File: src/rtl/change_dispenser.sv
// Change dispenser controller.
// Pays an amount owed (in nickels) with the fewest coins the tubes can supply.
// It picks the largest coin that fits the remaining amount and still has stock.
// Each coin is requested with a one-cycle eject pulse and must be confirmed by a
// hopper acknowledge before the next coin is chosen. If no acknowledge arrives in
// time, or no coin can pay the remainder, the controller parks in FAULT.
module change_dispenser #(
    parameter int ACK_TIMEOUT = 1000,
    parameter int INIT_COUNT  = 20
) (
    input  logic       clk,
    input  logic       resetN,
    input  logic       start,
    input  logic [7:0] changeNickels,
    input  logic       hopperAck,
    input  logic       refill,
    input  logic       clearFault,
    output logic [3:0] eject,
    output logic       busy,
    output logic       done,
    output logic       fault,
    output logic [7:0] remaining,
    output logic [3:0] empty
);

    // The timer only has to reach ACK_TIMEOUT-1, so this width is enough.
    localparam int TIMER_W = (ACK_TIMEOUT > 2) ? $clog2(ACK_TIMEOUT) : 1;
    localparam logic [TIMER_W-1:0] TIMER_LAST = TIMER_W'(ACK_TIMEOUT - 1);
    localparam logic [7:0]         INIT_CNT   = 8'(INIT_COUNT);

    // Coin indices follow the bit order of eject and empty.
    localparam logic [1:0] COIN_NICKEL  = 2'd0;
    localparam logic [1:0] COIN_DIME    = 2'd1;
    localparam logic [1:0] COIN_QUARTER = 2'd2;
    localparam logic [1:0] COIN_DOLLAR  = 2'd3;

    typedef enum logic [2:0] {
        ST_IDLE     = 3'd0,
        ST_SELECT   = 3'd1,
        ST_EJECT    = 3'd2,
        ST_WAIT_ACK = 3'd3,
        ST_DONE     = 3'd4,
        ST_FAULT    = 3'd5
    } state_t;

    // Value of a coin expressed in nickels.
    function automatic logic [7:0] coinValue(input logic [1:0] coin);
        logic [7:0] value;
        case (coin)
            COIN_DOLLAR:  value = 8'd20;
            COIN_QUARTER: value = 8'd5;
            COIN_DIME:    value = 8'd2;
            COIN_NICKEL:  value = 8'd1;
            default:      value = 8'd0;
        endcase
        return value;
    endfunction

    // One-hot eject request for a coin.
    function automatic logic [3:0] coinOneHot(input logic [1:0] coin);
        logic [3:0] mask;
        case (coin)
            COIN_DOLLAR:  mask = 4'b1000;
            COIN_QUARTER: mask = 4'b0100;
            COIN_DIME:    mask = 4'b0010;
            COIN_NICKEL:  mask = 4'b0001;
            default:      mask = 4'b0000;
        endcase
        return mask;
    endfunction

    state_t               state_r;
    state_t               nextState_s;
    logic [7:0]           remaining_r;
    logic [7:0]           remainingNext_s;
    logic [TIMER_W-1:0]   timer_r;
    logic [TIMER_W-1:0]   timerNext_s;
    logic [3:0][7:0]      tubeCount_r;
    logic [3:0][7:0]      tubeCountNext_s;
    logic [1:0]           selCoin_r;
    logic [1:0]           selCoinNext_s;
    logic [1:0]           pickCoin_s;
    logic                 pickValid_s;
    logic [3:0]           eject_r;
    logic [3:0]           ejectNext_s;
    logic                 busy_r;
    logic                 busyNext_s;
    logic                 done_r;
    logic                 doneNext_s;
    logic                 fault_r;
    logic                 faultNext_s;

    // Greedy choice: largest coin that fits the remainder and is still stocked.
    always_comb begin
        pickValid_s = 1'b0;
        pickCoin_s  = COIN_NICKEL;
        if ((remaining_r >= 8'd20) && (tubeCount_r[COIN_DOLLAR] != 8'd0)) begin
            pickValid_s = 1'b1;
            pickCoin_s  = COIN_DOLLAR;
        end else if ((remaining_r >= 8'd5) && (tubeCount_r[COIN_QUARTER] != 8'd0)) begin
            pickValid_s = 1'b1;
            pickCoin_s  = COIN_QUARTER;
        end else if ((remaining_r >= 8'd2) && (tubeCount_r[COIN_DIME] != 8'd0)) begin
            pickValid_s = 1'b1;
            pickCoin_s  = COIN_DIME;
        end else if ((remaining_r >= 8'd1) && (tubeCount_r[COIN_NICKEL] != 8'd0)) begin
            pickValid_s = 1'b1;
            pickCoin_s  = COIN_NICKEL;
        end else begin
            pickValid_s = 1'b0;
            pickCoin_s  = COIN_NICKEL;
        end
    end

    // Next-state, datapath updates and next values of the registered outputs.
    always_comb begin
        nextState_s     = state_r;
        remainingNext_s = remaining_r;
        timerNext_s     = timer_r;
        tubeCountNext_s = tubeCount_r;
        selCoinNext_s   = selCoin_r;

        case (state_r)
            ST_IDLE: begin
                if (refill) begin
                    tubeCountNext_s = {4{INIT_CNT}};
                end else begin
                    tubeCountNext_s = tubeCount_r;
                end
                if (start) begin
                    remainingNext_s = changeNickels;
                    nextState_s     = ST_SELECT;
                end else begin
                    nextState_s = ST_IDLE;
                end
            end

            ST_SELECT: begin
                if (remaining_r == 8'd0) begin
                    nextState_s = ST_DONE;
                end else if (pickValid_s) begin
                    selCoinNext_s = pickCoin_s;
                    nextState_s   = ST_EJECT;
                end else begin
                    nextState_s = ST_FAULT;
                end
            end

            ST_EJECT: begin
                timerNext_s = {TIMER_W{1'b0}};
                nextState_s = ST_WAIT_ACK;
            end

            ST_WAIT_ACK: begin
                // An acknowledge in the last timeout cycle still counts as paid.
                if (hopperAck) begin
                    if (remaining_r >= coinValue(selCoin_r)) begin
                        remainingNext_s = remaining_r - coinValue(selCoin_r);
                    end else begin
                        remainingNext_s = 8'd0;
                    end
                    if (tubeCount_r[selCoin_r] != 8'd0) begin
                        tubeCountNext_s[selCoin_r] = tubeCount_r[selCoin_r] - 8'd1;
                    end else begin
                        tubeCountNext_s[selCoin_r] = 8'd0;
                    end
                    nextState_s = ST_SELECT;
                end else if (timer_r == TIMER_LAST) begin
                    nextState_s = ST_FAULT;
                end else begin
                    timerNext_s = timer_r + {{(TIMER_W-1){1'b0}}, 1'b1};
                    nextState_s = ST_WAIT_ACK;
                end
            end

            ST_DONE: begin
                nextState_s = ST_IDLE;
            end

            ST_FAULT: begin
                if (refill) begin
                    tubeCountNext_s = {4{INIT_CNT}};
                end else begin
                    tubeCountNext_s = tubeCount_r;
                end
                if (clearFault) begin
                    remainingNext_s = 8'd0;
                    nextState_s     = ST_IDLE;
                end else begin
                    nextState_s = ST_FAULT;
                end
            end

            default: begin
                nextState_s = ST_IDLE;
            end
        endcase

        // Outputs are registered and track the state being entered.
        if (nextState_s == ST_EJECT) begin
            ejectNext_s = coinOneHot(selCoinNext_s);
        end else begin
            ejectNext_s = 4'b0000;
        end
        busyNext_s  = (nextState_s != ST_IDLE);
        doneNext_s  = (nextState_s == ST_DONE);
        faultNext_s = (nextState_s == ST_FAULT);
    end

    // State register.
    always_ff @(posedge clk or negedge resetN) begin
        if (!resetN) begin
            state_r <= ST_IDLE;
        end else begin
            state_r <= nextState_s;
        end
    end

    // Datapath registers: amount owed, ack timer, tube stock and selected coin.
    always_ff @(posedge clk or negedge resetN) begin
        if (!resetN) begin
            remaining_r <= 8'd0;
            timer_r     <= {TIMER_W{1'b0}};
            tubeCount_r <= {4{INIT_CNT}};
            selCoin_r   <= COIN_NICKEL;
        end else begin
            remaining_r <= remainingNext_s;
            timer_r     <= timerNext_s;
            tubeCount_r <= tubeCountNext_s;
            selCoin_r   <= selCoinNext_s;
        end
    end

    // Registered status and eject outputs.
    always_ff @(posedge clk or negedge resetN) begin
        if (!resetN) begin
            eject_r <= 4'b0000;
            busy_r  <= 1'b0;
            done_r  <= 1'b0;
            fault_r <= 1'b0;
        end else begin
            eject_r <= ejectNext_s;
            busy_r  <= busyNext_s;
            done_r  <= doneNext_s;
            fault_r <= faultNext_s;
        end
    end

    assign eject     = eject_r;
    assign busy      = busy_r;
    assign done      = done_r;
    assign fault     = fault_r;
    assign remaining = remaining_r;

    // Tube-empty flags come straight from the counters.
    assign empty = {tubeCount_r[COIN_DOLLAR]  == 8'd0,
                    tubeCount_r[COIN_QUARTER] == 8'd0,
                    tubeCount_r[COIN_DIME]    == 8'd0,
                    tubeCount_r[COIN_NICKEL]  == 8'd0};

endmodule

File: config.mk
export PLATFORM = sky130hd
export DESIGN_NAME = change_dispenser
export DESIGN_NICKNAME = d
export VERILOG_FILES = /design/src/rtl/change_dispenser.sv
export SDC_FILE = /design/constraint.sdc
export NUM_CORES = 1
export LEC_CHECK = 0
export BUFFER_PORTS_ARGS = -buffer_cell sky130_fd_sc_hd__clkbuf_2
export CORE_MARGIN = 3
export CORE_UTILIZATION = 61
export CTS_BUF_LIST = sky130_fd_sc_hd__clkbuf_2 sky130_fd_sc_hd__clkbuf_4 sky130_fd_sc_hd__clkbuf_8
export CTS_CLUSTER_DIAMETER = 120
export DETAILED_ROUTE_END_ITERATION = 7
export PLACE_DENSITY = 0.93
export REMOVE_ABC_BUFFERS = 1
export SKIP_LAST_GASP = 1
export SYNTH_ARGS = -nofsm -noshare
export SYNTH_HDL_FRONTEND = slang
export SYNTH_SLANG_ARGS = --single-unit
File: constraint.sdc
create_clock -name clk -period 3.6 [get_ports clk]
set_clock_uncertainty 0.1 [all_clocks]
set_input_delay 0.36 -clock clk [delete_from_list [all_inputs] [get_ports clk]]
set_output_delay 0.36 -clock clk [all_outputs]
set_load 0.02 [all_outputs]
==> results.tsv, run 1 <==
stage	metric	value	unit
floorplanning	die_footprint	6510	µm²
setup_path	end_kind	register	
logic_synthesis	synth.yosys.warnings	0	
pwr	netSwitchingFraction	44.8	%
setup_path	reg2reg_slack	0.44	ns
clock_tree	cts.clk_slew.worst_paths	0.07	ns
cells_and_area	layout_commonest_cell	dfrtp_1	
clock_tree	cts.repair_timing.setup_buffer_count	0	
floorplanning	fp.dieW	80.7	µm
setup_path	timing.setup.critical_path_class	register to register	
routing	detailroute.via_count	3037	
routing	detail_route.drc_violations	0	
floorplanning	boundaryPins	33	
clock_tree	tritoncts	built	
timing	unrepaired_setup_endpoints_after_global_routing	no	
grt	grt_overflow	0	
timing	final_period_minus_worst_setup_slack	3.16	ns
grt	grt_antenna_before_repair	0	
cells_and_area	syn2layout_area_growth	12.7	%
timing	fin_ws	0.444	ns
floorplanning	initial_utilization	65.0	%
clock_tree	post_cts_resized	0	
setup_path	crit_path_arrival_time	3.25	ns
logic_synthesis	postSynthCellCount	349	
outcome	status	completed	
routing	viasPerCell	6.60	
place	gp_routability_congestion	0.959	
timing	finalHoldViolations	0	
floorplanning	core_area	5240	µm²
setup_path	cp.required	3.69	ns
timing	setup-tns-final	0	ns
routing	antenna_left	0	
timing	finalMaxSlewViolations	0	
clock_tree	ctsLongestPathBuffers	2	
logic_synthesis	post_synth.cell_area_avg	9.75	µm²
floorplanning	chipHeight	80.7	µm
grt	grt_pass1_wl	14.7	mm
pwr	power.share.combinational	48.6	%
clock_tree	cts-root-buf	clkbuf_8	
logic_synthesis	synth_seq_area_share	45.9	%
routing	drt_pre_antenna_iters	5	
floorplanning	num_rows	26	
pwr	internal-power	2060	µW
cells_and_area	final_nets	407	
setup_path	r2r_cells	9	
clock_tree	clk-insertion-delay-late	0.35	ns
routing	drt_iter0_markers	421	
pwr	seq_power_share	34.1	%
logic_synthesis	synth_enable_flop_cells	0	
place	hpwlAfterDp	6.53	mm
pwr	p_sw	1670	µW
timing	max_clock_freq	317	MHz
place	pre_cts_slack	0.518	ns
place	io_buffer_count	32	
setup_path	r2r_start	selCoin_r[1]$_DFF_PN0_	
grt	grt_start_max_net_pins	38	
clock_tree	cts_inserted_buffers	9	
run	max-cap-violations	0	
timing	max_slew_margin	25.4	%
timing	setup_violations	0	
timing	worstMarginPinSlew	1.12	ns
logic_synthesis	synth-main-ff-cell	dfrtp_1	
min_path	min-delay-path-class	input port to async pin	
routing	drt_wl_total	8.77	mm
logic_synthesis	share_of_async_settable_or_async_resettable_flops_after_synthesis	100	%
setup_path	cp-start-kind	register	
timing	post-route-period-util	87.7	%
pwr	power.density	973	nW/µm²
cells_and_area	layout.cells.most_common_list	54 x dfrtp_1, 35 x nand2_1, 34 x nor2_1	
grt	globalRouteTotalUtil	30.2	%
setup_path	crit_path_max_fanout	15	
cells_and_area	antenna_cells_inserted	0	
logic_synthesis	ys_seq_elements	62	
pwr	clkPwrFrac	17.3	%
pwr	total_leakage_power	0.00173	µW
routing	post_drt_wl_per_cell	19.1	µm
setup_path	worstReg2RegEnd	remaining[0]$_DFFE_PN0P_	
clock_tree	cts_num_sinks	62	
clock_tree	cts_max_level	3	
grt	first_global_vias	2964	
logic_synthesis	syn_area	3400	µm²
clock_tree	postCtsHoldBufs	0	
logic_synthesis	synth.lib_cells_used.distinct	50	
pwr	ir_drop	0.541	mV
cells_and_area	layout-drive-gt1-share	19.7	%
[worst max-delay path by stage]
stage	start	to	slack (ns)	depth (start not counted)
finish	selCoin_r[1]$_DFF_PN0_	remaining[0]$_DFFE_PN0P_	0.44	9
global route	selCoin_r[1]$_DFF_PN0_	remaining[3]$_DFFE_PN0P_	0.23	9
CTS	selCoin_r[1]$_DFF_PN0_	remaining[0]$_DFFE_PN0P_	0.52	9
detailed placement	selCoin_r[1]$_DFF_PN0_	remaining[0]$_DFFE_PN0P_	0.52	9
global placement	selCoin_r[1]$_DFF_PN0_	remaining[0]$_DFFE_PN0P_	0.68	9
floorplan	selCoin_r[0]$_DFF_PN0_	remaining[0]$_DFFE_PN0P_	0.75	8
[flip-flops by register name, indices dropped and copies added (netlist names), 2 cells and up]
signal	count
state_r	3
eject	4
timer_r	10
tubeCount_r	32
selCoin_r	2
remaining	8
[area by class of cell]
cell class,instances,area [µm²]
Clock buffer,13,166
Clock inverter,3,42.5
Fill cell,358,1400
Inverter,22,82.6
Multi-Input combinational cell,255,1710
Sequential cell,62,1560
Tap cell,70,87.6
Timing Repair Buffer,35,183
[stage by stage]
stage               hold slack [ns]  utilization, %  std cells  total power, µW  cell area (µm²)
floorplan                   -0.0356               -        339             2480             3350
global placement              0.365            69.2        444             2940             3620
detailed placement            0.379            69.2        444             3030             3620
CTS                          0.0605            73.2        460             3690             3830
global route                  0.112            73.2        460             3960             3830
finish                       0.0387            73.2        460             3730             3830
[per-layer routing]
metal  track usage (%)  vias up  share of wire, %
met5                 0        -                 0
met4              14.2        0               3.0
met3              8.18       32               7.6
met2              47.8      159                49
met1              38.5     1502                40
li1                  -     1344                 -
[power groups by stage]
stage	Combinational, µW	Clock [µW]	Sequential, µW
after floorplan	1240	0	1250
after global placement	1700	0	1250
after detailed placement	1770	0	1260
after CTS	1780	652	1250
after global routing	1980	685	1300
final	1810	646	1270
[critical path: stages, from the launching register on]
cell and delay [ns]:
dfrtp_1 0.59, inv_1 0.24, nand2_1 0.17, fa_1 0.47, a211oi_1 0.32, o21ai_0 0.22, o21bai_1 0.51, nor2_1 0.08
a211oi_1 0.23, a21oi_1 0.06
[kinds of logic after synthesis]
group / synth area share (%)
flip-flops: 45.9
adder cells (fa/ha/maj): 3.16
buffers and inverters: 3.83
AO/OA/AOI/OAI: 19.1
XOR/XNOR: 2.32
multiplexers: 6.40
AND/OR/NAND/NOR: 19.3
[cells in the mapped netlist (5+ instances only)]
cell,count,area share [%]
nor4_1,5,0.92
o21ai_0,26,3.8
ha_1,7,2.6
clkbuf_1,7,0.77
nand3_1,5,0.74
inv_1,22,2.4
dfstp_2,8,6.2
o22a_1,6,1.5
dfrtp_1,54,40
nor2_1,34,3.8
nor3_1,12,1.8
xor2_1,5,1.3
nand2_1,35,3.9
or4_1,7,1.5
nor2b_1,6,1.1
and3_1,5,0.92
a22o_1,8,2.1
mux4_2,8,5.3
o21bai_1,5,1.1
a21oi_1,23,3.4
Note: power is estimated with default switching activity, not from simulation.
==> run 2, diff against run 1 <==
==> constraint.sdc (replaced) <==
create_clock -name clk -period 3.6 [get_ports clk]
set_clock_uncertainty 0.1 [all_clocks]
set_input_delay 0.54 -clock clk [delete_from_list [all_inputs] [get_ports clk]]
set_output_delay 0.54 -clock clk [all_outputs]
set_load 0.02 [all_outputs]
==> results.tsv, run 2 (synthesized netlist as in run 1, its figures left out) <==
stage	metric	value	unit
floorplanning	boundaryPins	33	
timing	unrepaired_setup_endpoints_after_global_routing	no	
place	hpwlAfterDp	6.53	mm
pwr	power.share.combinational	50.4	%
cells_and_area	multi_input_area	1710	µm²
cells_and_area	layout.filler_cells	364	
run	max-cap-violations	0	
timing	max_clock_freq	317	MHz
clock_tree	cts.clk_slew.worst_paths	0.08	ns
cells_and_area	antenna_cells_inserted	0	
setup_path	end_kind	register	
outcome	status	completed	
routing	detailroute.via_count	3015	
setup_path	crit_path_arrival_time	3.28	ns
routing	drt_iter0_markers	484	
timing	finalHoldViolations	0	
floorplanning	core_area	5240	µm²
cells_and_area	finalInstanceArea	3820	µm²
clock_tree	cts.repair_timing.setup_buffer_count	0	
clock_tree	postCtsHoldBufs	0	
timing	final_period_minus_worst_setup_slack	3.16	ns
cells_and_area	final-instance-count-excl-fill	461	
floorplanning	initial_utilization	65.0	%
cells_and_area	layout-drive-gt1-share	19.9	%
floorplanning	fp.dieW	80.7	µm
routing	drt_pre_antenna_iters	5	
routing	antenna_left	0	
grt	first_global_vias	2939	
floorplanning	chipHeight	80.7	µm
routing	detail_route.drc_violations	0	
setup_path	cp.required	3.72	ns
place	dp_cells	445	
pwr	ir_drop	0.661	mV
clock_tree	ctsLongestPathBuffers	2	
grt	grt_pass1_wl	14.6	mm
routing	post_drt_wl_per_cell	19.4	µm
setup_path	r2r_start	selCoin_r[1]$_DFF_PN0_	
pwr	p_sw	1720	µW
cells_and_area	largest-register	tubeCount_r	
timing	setup_violations	0	
timing	fin_worst_hold_slack	0.284	ns
floorplanning	die_footprint	6510	µm²
setup_path	crit_path_max_fanout	15	
timing	max_slew_margin	28.5	%
cells_and_area	syn2layout_area_growth	12.2	%
clock_tree	tritoncts	built	
timing	setup-tns-final	0	ns
clock_tree	cts_num_sinks	62	
grt	grt_start_max_net_pins	43	
cells_and_area	final_nets	408	
clock_tree	clk-insertion-delay-late	0.35	ns
floorplanning	num_rows	26	
setup_path	crit_path_start	selCoin_r[1]$_DFF_PN0_	
clock_tree	cts_inserted_buffers	9	
cells_and_area	layout_commonest_cell	dfrtp_1	
place	placed_cell_area	3630	µm²
setup_path	reg2reg_slack	0.44	ns
setup_path	cp-start-kind	register	
routing	drt_wl_total	8.92	mm
place	io_buffer_count	32	
cells_and_area	ff_latch_area	1560	µm²
pwr	finalPower	3700	µW
min_path	min-delay-path-class	input port to async pin	
pwr	power.density	968	nW/µm²
pwr	clkPwrFrac	15.3	%
clock_tree	cts_max_level	3	
pwr	internal-power	1980	µW
pwr	netSwitchingFraction	46.4	%
timing	finalMaxSlewViolations	0	
pwr	total_leakage_power	0.00172	µW
grt	grt_antenna_before_repair	0	
setup_path	timing.setup.critical_path_class	register to register	
clock_tree	cts-root-buf	clkbuf_8	
pwr	seq_power_share	34.3	%
clock_tree	post_cts_resized	0	
timing	post-route-period-util	87.7	%
grt	globalRouteTotalUtil	29.9	%
grt	grt_overflow	0	
timing	worstMarginPinSlew	1.07	ns
cells_and_area	largest_reg_flops	32	
place	gp_routability_congestion	0.972	
routing	viasPerCell	6.54	
cells_and_area	layout.cells.most_common_list	54 x dfrtp_1, 35 x nand2_1, 34 x nor2_1	
## run 2: cell types whose count changed in the layout (fill, tap and decap cells not counted)
cell / change
clkinv_2: +1
buf_4: +1
clkbuf_4: -2
bufinv_16: -1
clkinv_4: +1
clkinvlp_4: +1
## run 2: path summary, 6_finish.rpt
path / to / cells past startpoint
max in group asynchronous: tubeCount_r[28]$_DFFE_PN1P_ / 2
min in group clk: tubeCount_r[20]$_DFFE_PN1P_ / 2
worst min register to register: tubeCount_r[20]$_DFFE_PN1P_ / 2
worst max register to register: remaining[3]$_DFFE_PN0P_ / 9
worst max-delay path: remaining[3]$_DFFE_PN0P_ / 9
worst min-delay path: tubeCount_r[27]$_DFFE_PN0P_ / 1
## run 2: cell type report
type | count | share of cell area [%]
multi-input cells | 255 | 44.8
flip-flops and latches | 62 | 40.9
repair buffers | 36 | 4.98
clock buffers | 11 | 3.97
well taps | 70 | 2.29
inverters | 22 | 2.16
clock inverters | 5 | 0.885
## run 2: critical path, cell delays in order (launching register included)
cell	delay (ns)
dfrtp_1	0.58
inv_1	0.25
nand2_1	0.18
fa_1	0.49
a211oi_1	0.33
o21ai_0	0.22
o21bai_1	0.46
a21oi_1	0.07
o21ai_0	0.21
o21ai_0	0.14
## run 2: metal layers
metal | track usage, % | wire [µm]
met1 | 36.8 | 3560
met3 | 9.30 | 758
met4 | 13.3 | 319
met5 | 0 | 0
met2 | 48.1 | 4290
## run 2: power by group through the flow
stage	logic (µW)	registers (µW)	clock network [µW]
finish	1860	1270	567
global route	2020	1290	603
floorplan	1240	1250	0
CTS	1830	1250	570
detailed placement	1800	1260	0
global placement	1710	1240	0
## run 2: stage by stage
step	utilization, %	setup WS, ns
floorplan	-	0.753
global placement	69.4	0.722
detailed placement	69.4	0.533
CTS	72.9	0.520
global route	72.9	0.288
finish	72.9	0.442
